File: src/rtl/ps2_scancode_decoder_pkg.sv
// Shared types and constants for the PS/2 Set-2 scan-code decoder (package ps2_pkg).
package ps2_pkg;

  typedef enum logic [2:0] {
    IDLE,
    GOT_E0,
    GOT_F0,
    GOT_E0_F0,
    SKIP_E1
  } ps2_state_t;

  localparam logic [7:0] SC_EXT    = 8'hE0;
  localparam logic [7:0] SC_BREAK  = 8'hF0;
  localparam logic [7:0] SC_PAUSE  = 8'hE1;

  localparam logic [7:0] SC_LSHIFT = 8'h12;
  localparam logic [7:0] SC_RSHIFT = 8'h59;
  localparam logic [7:0] SC_CTRL   = 8'h14;
  localparam logic [7:0] SC_ALT    = 8'h11;
  localparam logic [7:0] SC_CAPS   = 8'h58;

  typedef struct packed {
    logic       ext;
    logic       brk;
    logic [7:0] code;
    logic [7:0] ascii;
  } key_event_t;

  // Keyboard status/acknowledge bytes that never belong to a key sequence.
  function automatic logic is_discard(input logic [7:0] b);
    case (b)
      8'h00, 8'hAA, 8'hEE, 8'hFA,
      8'hFC, 8'hFD, 8'hFE, 8'hFF: is_discard = 1'b1;
      default:                    is_discard = 1'b0;
    endcase
  endfunction

endpackage

File: src/rtl/ps2_ascii_lut.sv
// Set-2 base code to ASCII translation, purely combinational.
// Latency: none. Backpressure: none (no state).
// Letters follow shift ^ caps; other printables follow shift; ext keys map only keypad / and Enter.
module ps2_ascii_lut
  import ps2_pkg::*;
(
  input  logic       shift,
  input  logic       caps,
  input  logic       ext,
  input  logic [7:0] code,
  output logic [7:0] ascii
);

  logic [7:0] lower;
  logic [7:0] upper;
  logic       letter;

  always_comb begin
    lower  = 8'h00;
    upper  = 8'h00;
    letter = 1'b0;
    ascii  = 8'h00;
    case (code)
      8'h1C: begin lower = "a"; letter = 1'b1; end
      8'h32: begin lower = "b"; letter = 1'b1; end
      8'h21: begin lower = "c"; letter = 1'b1; end
      8'h23: begin lower = "d"; letter = 1'b1; end
      8'h24: begin lower = "e"; letter = 1'b1; end
      8'h2B: begin lower = "f"; letter = 1'b1; end
      8'h34: begin lower = "g"; letter = 1'b1; end
      8'h33: begin lower = "h"; letter = 1'b1; end
      8'h43: begin lower = "i"; letter = 1'b1; end
      8'h3B: begin lower = "j"; letter = 1'b1; end
      8'h42: begin lower = "k"; letter = 1'b1; end
      8'h4B: begin lower = "l"; letter = 1'b1; end
      8'h3A: begin lower = "m"; letter = 1'b1; end
      8'h31: begin lower = "n"; letter = 1'b1; end
      8'h44: begin lower = "o"; letter = 1'b1; end
      8'h4D: begin lower = "p"; letter = 1'b1; end
      8'h15: begin lower = "q"; letter = 1'b1; end
      8'h2D: begin lower = "r"; letter = 1'b1; end
      8'h1B: begin lower = "s"; letter = 1'b1; end
      8'h2C: begin lower = "t"; letter = 1'b1; end
      8'h3C: begin lower = "u"; letter = 1'b1; end
      8'h2A: begin lower = "v"; letter = 1'b1; end
      8'h1D: begin lower = "w"; letter = 1'b1; end
      8'h22: begin lower = "x"; letter = 1'b1; end
      8'h35: begin lower = "y"; letter = 1'b1; end
      8'h1A: begin lower = "z"; letter = 1'b1; end
      8'h16: begin lower = "1"; upper = "!"; end
      8'h1E: begin lower = "2"; upper = "@"; end
      8'h26: begin lower = "3"; upper = "#"; end
      8'h25: begin lower = "4"; upper = "$"; end
      8'h2E: begin lower = "5"; upper = "%"; end
      8'h36: begin lower = "6"; upper = "^"; end
      8'h3D: begin lower = "7"; upper = "&"; end
      8'h3E: begin lower = "8"; upper = "*"; end
      8'h46: begin lower = "9"; upper = "("; end
      8'h45: begin lower = "0"; upper = ")"; end
      8'h4E: begin lower = "-"; upper = "_"; end
      8'h55: begin lower = "="; upper = "+"; end
      8'h54: begin lower = "["; upper = "{"; end
      8'h5B: begin lower = "]"; upper = "}"; end
      8'h5D: begin lower = "\\"; upper = "|"; end
      8'h4C: begin lower = ";"; upper = ":"; end
      8'h52: begin lower = "'"; upper = "\""; end
      8'h0E: begin lower = 8'h60; upper = "~"; end
      8'h41: begin lower = ","; upper = "<"; end
      8'h49: begin lower = "."; upper = ">"; end
      8'h4A: begin lower = "/"; upper = "?"; end
      8'h29: begin lower = " "; upper = " "; end
      8'h5A: begin lower = 8'h0D; upper = 8'h0D; end
      8'h66: begin lower = 8'h08; upper = 8'h08; end
      8'h0D: begin lower = 8'h09; upper = 8'h09; end
      8'h76: begin lower = 8'h1B; upper = 8'h1B; end
      default: ;
    endcase

    if (ext) begin
      if (code == 8'h4A)      ascii = 8'h2F;
      else if (code == 8'h5A) ascii = 8'h0D;
      else                    ascii = 8'h00;
    end else if (letter) begin
      ascii = (shift ^ caps) ? (lower - 8'h20) : lower;
    end else begin
      ascii = shift ? upper : lower;
    end
  end

endmodule

File: src/rtl/ps2_scancode_decoder.sv
// Assembles PS/2 Set-2 bytes into key events with modifiers and ASCII; optional CAPS_LOCK_EN adds caps_lock.
// Latency: event enqueued on the strobe edge, key_valid the following cycle (FWFT, registered head).
// Backpressure: key_valid/key_ready; when the FIFO is full and not popping, events drop and overflow sticks.
module ps2_scancode_decoder
  import ps2_pkg::*;
#(
  parameter int FIFO_DEPTH = 8,
  parameter int E1_SKIP    = 7
) (
  input  logic       clk,
  input  logic       reset,
  input  logic       ps2_code_new,
  input  logic [7:0] ps2_code,
  output logic       key_valid,
  input  logic       key_ready,
  output logic [7:0] key_code,
  output logic       key_ext,
  output logic       key_break,
  output logic [7:0] key_ascii,
  output logic       shift,
  output logic       ctrl,
  output logic       alt,
`ifdef CAPS_LOCK_EN
  output logic       caps_lock,
`endif
  output logic       overflow
);

  localparam int AW = $clog2(FIFO_DEPTH);
  localparam int CW = AW + 1;
  localparam int SW = $clog2(E1_SKIP + 1);
  localparam logic [CW-1:0] FULL_CNT = CW'(FIFO_DEPTH);

  ps2_state_t     state, state_n;
  logic [SW-1:0]  skip_cnt, skip_n;
  logic           emit, ev_ext, ev_brk, fake_shift;
  logic [7:0]     ev_code, ev_ascii;
  key_event_t     ev;

  logic lshift, rshift, lctrl, rctrl, lalt, ralt;
  logic lshift_n, rshift_n, lctrl_n, rctrl_n, lalt_n, ralt_n;
  logic caps_q, caps_n;

  key_event_t     mem [FIFO_DEPTH];
  key_event_t     head_q, head_n;
  logic [AW-1:0]  rd_ptr, wr_ptr, rd_nxt;
  logic [CW-1:0]  count, count_n;
  logic           push, pop;

  assign fake_shift = (ps2_code == SC_LSHIFT) || (ps2_code == SC_RSHIFT);

  always_comb begin
    state_n = state;
    skip_n  = skip_cnt;
    emit    = 1'b0;
    ev_ext  = 1'b0;
    ev_brk  = 1'b0;
    ev_code = ps2_code;
    if (ps2_code_new) begin
      if (state == SKIP_E1) begin
        if (skip_cnt == SW'(1)) begin
          emit    = 1'b1;
          ev_code = SC_PAUSE;
          skip_n  = '0;
          state_n = IDLE;
        end else begin
          skip_n = skip_cnt - SW'(1);
        end
      end else if (is_discard(ps2_code)) begin
        state_n = IDLE;
      end else begin
        case (state)
          IDLE: begin
            if (ps2_code == SC_EXT)        state_n = GOT_E0;
            else if (ps2_code == SC_BREAK) state_n = GOT_F0;
            else if (ps2_code == SC_PAUSE) begin
              state_n = SKIP_E1;
              skip_n  = SW'(E1_SKIP);
            end else emit = 1'b1;
          end
          GOT_E0: begin
            if (ps2_code == SC_BREAK)    state_n = GOT_E0_F0;
            else if (ps2_code == SC_EXT) state_n = GOT_E0;
            else begin
              state_n = IDLE;
              emit    = !fake_shift;
              ev_ext  = 1'b1;
            end
          end
          GOT_F0: begin
            if (ps2_code == SC_EXT) state_n = GOT_E0;
            else begin
              state_n = IDLE;
              emit    = 1'b1;
              ev_brk  = 1'b1;
            end
          end
          GOT_E0_F0: begin
            state_n = IDLE;
            emit    = !fake_shift;
            ev_ext  = 1'b1;
            ev_brk  = 1'b1;
          end
          default: state_n = IDLE;
        endcase
      end
    end
  end

  // Modifier registers update with the event, so the event's ASCII sees the new shift state.
  always_comb begin
    lshift_n = lshift;
    rshift_n = rshift;
    lctrl_n  = lctrl;
    rctrl_n  = rctrl;
    lalt_n   = lalt;
    ralt_n   = ralt;
    caps_n   = caps_q;
    if (emit) begin
      case (ev_code)
        SC_LSHIFT: if (!ev_ext) lshift_n = !ev_brk;
        SC_RSHIFT: if (!ev_ext) rshift_n = !ev_brk;
        SC_CTRL:   if (ev_ext) rctrl_n = !ev_brk; else lctrl_n = !ev_brk;
        SC_ALT:    if (ev_ext) ralt_n  = !ev_brk; else lalt_n  = !ev_brk;
`ifdef CAPS_LOCK_EN
        SC_CAPS:   if (!ev_ext && !ev_brk) caps_n = !caps_q;
`endif
        default: ;
      endcase
    end
  end

  ps2_ascii_lut u_lut (
    .shift (lshift_n | rshift_n),
    .caps  (caps_q),
    .ext   (ev_ext),
    .code  (ev_code),
    .ascii (ev_ascii)
  );

  assign ev = '{ext: ev_ext, brk: ev_brk, code: ev_code, ascii: ev_ascii};

  assign pop     = key_valid & key_ready;
  assign push    = emit & ((count != FULL_CNT) | pop);
  assign count_n = count + CW'(push) - CW'(pop);
  assign rd_nxt  = rd_ptr + 1'b1;

  // The next head is the incoming event whenever the FIFO drains to exactly that event.
  always_comb begin
    head_n = head_q;
    if (count_n == '0)
      head_n = '0;
    else if (push && ((count == '0) || (pop && count == CW'(1))))
      head_n = ev;
    else if (pop)
      head_n = mem[rd_nxt];
  end

  always_ff @(posedge clk) begin
    if (push) mem[wr_ptr] <= ev;
  end

  always_ff @(posedge clk) begin
    if (reset) begin
      state    <= IDLE;
      skip_cnt <= '0;
      lshift   <= 1'b0;
      rshift   <= 1'b0;
      lctrl    <= 1'b0;
      rctrl    <= 1'b0;
      lalt     <= 1'b0;
      ralt     <= 1'b0;
      caps_q   <= 1'b0;
      rd_ptr   <= '0;
      wr_ptr   <= '0;
      count    <= '0;
      head_q   <= '0;
      overflow <= 1'b0;
    end else begin
      state    <= state_n;
      skip_cnt <= skip_n;
      lshift   <= lshift_n;
      rshift   <= rshift_n;
      lctrl    <= lctrl_n;
      rctrl    <= rctrl_n;
      lalt     <= lalt_n;
      ralt     <= ralt_n;
      caps_q   <= caps_n;
      count    <= count_n;
      head_q   <= head_n;
      if (push)         wr_ptr   <= wr_ptr + 1'b1;
      if (pop)          rd_ptr   <= rd_nxt;
      if (emit && !push) overflow <= 1'b1;
    end
  end

  assign key_valid = (count != '0);
  assign key_code  = head_q.code;
  assign key_ext   = head_q.ext;
  assign key_break = head_q.brk;
  assign key_ascii = head_q.ascii;
  assign shift     = lshift | rshift;
  assign ctrl      = lctrl | rctrl;
  assign alt       = lalt | ralt;
`ifdef CAPS_LOCK_EN
  assign caps_lock = caps_q;
`endif

endmodule

File: config.mk
export PLATFORM = sky130hd
export DESIGN_NAME = ps2_scancode_decoder
export DESIGN_NICKNAME = d
export VERILOG_FILES = /design/src/rtl/ps2_scancode_decoder_pkg.sv /design/src/rtl/ps2_ascii_lut.sv /design/src/rtl/ps2_scancode_decoder.sv
export SDC_FILE = /design/constraint.sdc
export NUM_CORES = 1
export LEC_CHECK = 0
export BUFFER_PORTS_ARGS = -buffer_cell sky130_fd_sc_hd__buf_2
export CAP_MARGIN = 20
export CORE_ASPECT_RATIO = 1.25
export CORE_UTILIZATION = 62
export CTS_CLUSTER_DIAMETER = 60
export DETAILED_ROUTE_END_ITERATION = 8
export PLACE_DENSITY = 0.85
export SLEW_MARGIN = 20
export SYNTH_ARGS = -nofsm -noshare
export SYNTH_HDL_FRONTEND = slang
export SYNTH_SLANG_ARGS = --single-unit
File: constraint.sdc
create_clock -name clk -period 5.3 [get_ports clk]
set_input_delay 0.795 -clock clk [delete_from_list [all_inputs] [get_ports clk]]
set_output_delay 0.795 -clock clk [all_outputs]
set_load 0.02 [all_outputs]
==> results.json <==
{
  "worst_setup_path_end_kind": "flip-flop",
  "synthXorXnorAreaFrac_pct": 0.851,
  "syn_nets": 785,
  "start_util_pct": 64.0,
  "synth_area_um2": 9260,
  "wl_per_cell_um": 26.6,
  "synth_top_area_share_pct": 46.7,
  "power.density_nw_per_um2": 439,
  "p_switching_mw": 1.53,
  "grt.overflow.total": 0,
  "grt_pass1_wl_um": 40800,
  "yosys.area_share.simple_pct": 15.2,
  "tightest_slew_ns": 0.959,
  "clk_latency_ns": 0.43,
  "status": "finished with violations",
  "synth_async_sr_flop_share_pct": 0,
  "nNetsFinal": 815,
  "grt_max_degree": 38,
  "yosys_most_used_dff": "edfxtp_1",
  "yosys-top-cells-area": "edfxtp_1 (47%), dfxtp_1 (8.9%), mux4_2 (8.8%), nor2_1 (2.6%), nand2_1 (2.6%)",
  "drv_cap": 0,
  "yosysTopAreaCell": "edfxtp_1",
  "synthAdderAreaFrac_pct": 1.68,
  "grtUsageTotal_pct": 35.4,
  "instances_no_fill": 983,
  "diodes": 0,
  "grt_pass1_vias": 7067,
  "cts_sinks": 185,
  "drive_above_1_share_pct": 21.2,
  "cts_max_level": 4,
  "fin_crit_sh_pct": 85.7,
  "numCtsBuffers": 17,
  "arrival_ns": 4.87,
  "hold_buffers": 0,
  "critPathLaunchType": "input pin",
  "ys_ff_latch": 185,
  "synth_edf_count": 144,
  "ctsLongestPathBuffers": 2,
  "wl_um": 26200,
  "die_x_um": 111,
  "holdWs_ns": 0.463,
  "seq_area_frac_synth_pct": 55.6,
  "ys_warn_count": 0,
  "die_area_um2": 15400,
  "row_count": 49,
  "critical_path_required_ns": 5.63,
  "die_y_um": 139,
  "p_leak_nw": 3.54,
  "critical_path_class": "input pin to flip-flop",
  "relSlewSlack_pct": 35.6,
  "vias_per_cell": 7.13,
  "pwr-share-clk_pct": 28.6,
  "synthMuxAreaShare_pct": 11.1,
  "hold_path_class": "flip-flop to flip-flop",
  "first_pass_iters": 7,
  "rsz0062_at_grt": "false",
  "drc": 4,
  "placed_cells": 951,
  "syn_inst": 762,
  "cts_tree": "done",
  "avgSynthCellArea_um2": 12.2,
  "num_vias": 7012,
  "skew_ns": 0.0121,
  "area_delta_synth_final_pct": 11.3,
  "comb_power_share_pct": 32.1,
  "fmax_ghz": 0.220,
  "setup_viol": 0,
  "min_period_ns": 4.54,
  "finalHoldViolations": 0,
  "final_antenna_net_count": 0,
  "cp_max_fo": 29,
  "port-buffer-count": 34,
  "first_iter_violations": 929,
  "synth_compound_area_share_pct": 12.0,
  "post-cts-setup-buffers": 0,
  "vdd_drop_max_v": 0.000309,
  "pin_count": 35,
  "p_seq_share_pct": 39.3,
  "intPower_mw": 2.99,
  "core_um2": 14500,
  "synth_top_family_by_area": "simple AND/OR/NAND/NOR gates",
  "ctsResizeCount": 0,
  "path_clk_slew_ns": 0.07,
  "antenna_found_initial": 0,
  "root_buffer": "clkbuf_16",
  "hpwl_um": 17200,
  "place_congestion": 1.02,
  "synth.distinct_cells": 87,
  "violations": "DRC",
  "finalSetupTns_ns": 0,
  "slew_viol_final": 0,
  "swShare_pct": 33.9
}
-- per-layer routing --
metal,GRT usage [%],up-vias,part of all wire (%)
met1,42.9,3443,35
met3,7.30,87,8.8
met5,0,-,0
li1,-,3009,-
met2,58.5,473,51
met4,21.2,0,5.1
-- synthesized netlist by cell type, drive strengths merged (5+ instances only) --
cell and n:
a31oi 7, and2 5, ha 10, nor3b 7
a22oi 6, a21o 5, nor4b 8, o21ai 23
dfxtp 41, nand4 5, or2 11, nand2 64
nand3 12, inv 19, nor3 21, a211oi 10
o211ai 13, or3 8, mux2i 21, edfxtp 144
clkbuf 30, xor2 7, nand2b 16, buf 26
nor4 7, a21oi 44, nor2b 9, mux4 36
nor2 65
-- metrics by stage --
stage / setup WS, ns / power, mW / utilization [%] / instance area, um^2
3_5_place_dp: 0.441 / 3.19 / 67.0 / 9700
2_1_floorplan: 0.730 / 2.80 / - / 9260
5_1_grt: 0.434 / 4.68 / 71.2 / 10300
4_1_cts: 0.831 / 4.52 / 71.2 / 10300
6_report: 0.760 / 4.52 / 71.2 / 10300
3_3_place_gp: 0.668 / 3.12 / 67.0 / 9700
-- path summary, 6_finish.rpt --
check / from / slack [ns] / end / cells after the start
worst max-delay path: ps2_code[4] / 0.76 / key_ascii[0] / 17
worst min-delay path: rd_ptr[1] / 0.46 / rd_ptr[1] / 2
worst max register to register: state[1] / 1.19 / key_ascii[0] / 16
worst min register to register: rd_ptr[1] / 0.46 / rd_ptr[1] / 2
-- logic make-up after synthesis --
group                      after synthesis
muxes                                   58
xor gates and xnor gates                 9
DFF                                    185
buffers and inverters                   75
and+or+nand+nor                        263
adders and majority gates               12
AOI/OAI and AO/OA                      160
-- power groups by stage --
stage	Clock, mW	Sequential (mW)	Combinational, mW
after floorplan	0	1.83	0.969
final	1.29	1.78	1.45
after detailed placement	0	1.80	1.39
after CTS	1.30	1.78	1.44
after global routing	1.36	1.78	1.54
after global placement	0	1.79	1.33
-- worst max-delay path, cell delays in order --
cell and delay [ns]:
buf_2 0.40, or4_1 0.24, o221ai_1 0.17, a21o_1 0.22, o31ai_1 0.58, and2_0 0.42
nand2_1 0.09, nand2_1 0.11, ha_1 0.18, inv_1 0.06, fa_1 0.37, xor2_1 0.16
nor2_1 0.09, nor4_2 0.27, buf_4 0.35, a2111oi_0 0.14, a21o_1 0.21
-- cell usage in the layout, fill, tap and decap left out, types with 4 or more instances in the layout --
master       n
nand2_1     63
inv_6        5
buf_2       34
nor2_1      65
a21o_1       5
mux4_2      36
o32ai_1      4
o21ai_0     22
nor4b_1      5
nor3_1      19
buf_4       33
xor2_1       6
nand3_1     12
a211oi_1    10
dfxtp_1     40
mux2i_1     21
or2_2        9
o22ai_1      4
nor2b_1      9
nand4bb_1    4
or3_1        8
o211ai_1    13
nand4_1      5
nand2b_1    16
a22oi_1      6
a21oi_1     44
nor3b_2      4
a31oi_1      7
inv_1       19
clkbuf_16   17
and2_1       4
ha_1        10
edfxtp_1   144
nor4_1       6
-- area by class of cell --
cell class	instances	area, um^2
multi-input cells	502	3840
flip-flops and latches	185	5150
repair buffers	67	418
inverters	19	71.3
clock buffers	17	425
clock inverters	15	180
fillers	947	4170
well taps	178	223
-- flip-flops by register name, summed over array words and instances (netlist names), 3 cells and up --
register	count
key_code	8
count	4
state	3
rd_ptr	3
mem	144
wr_ptr	3
key_ascii	8
skip_cnt	3
(Power assumes the default switching activity.)
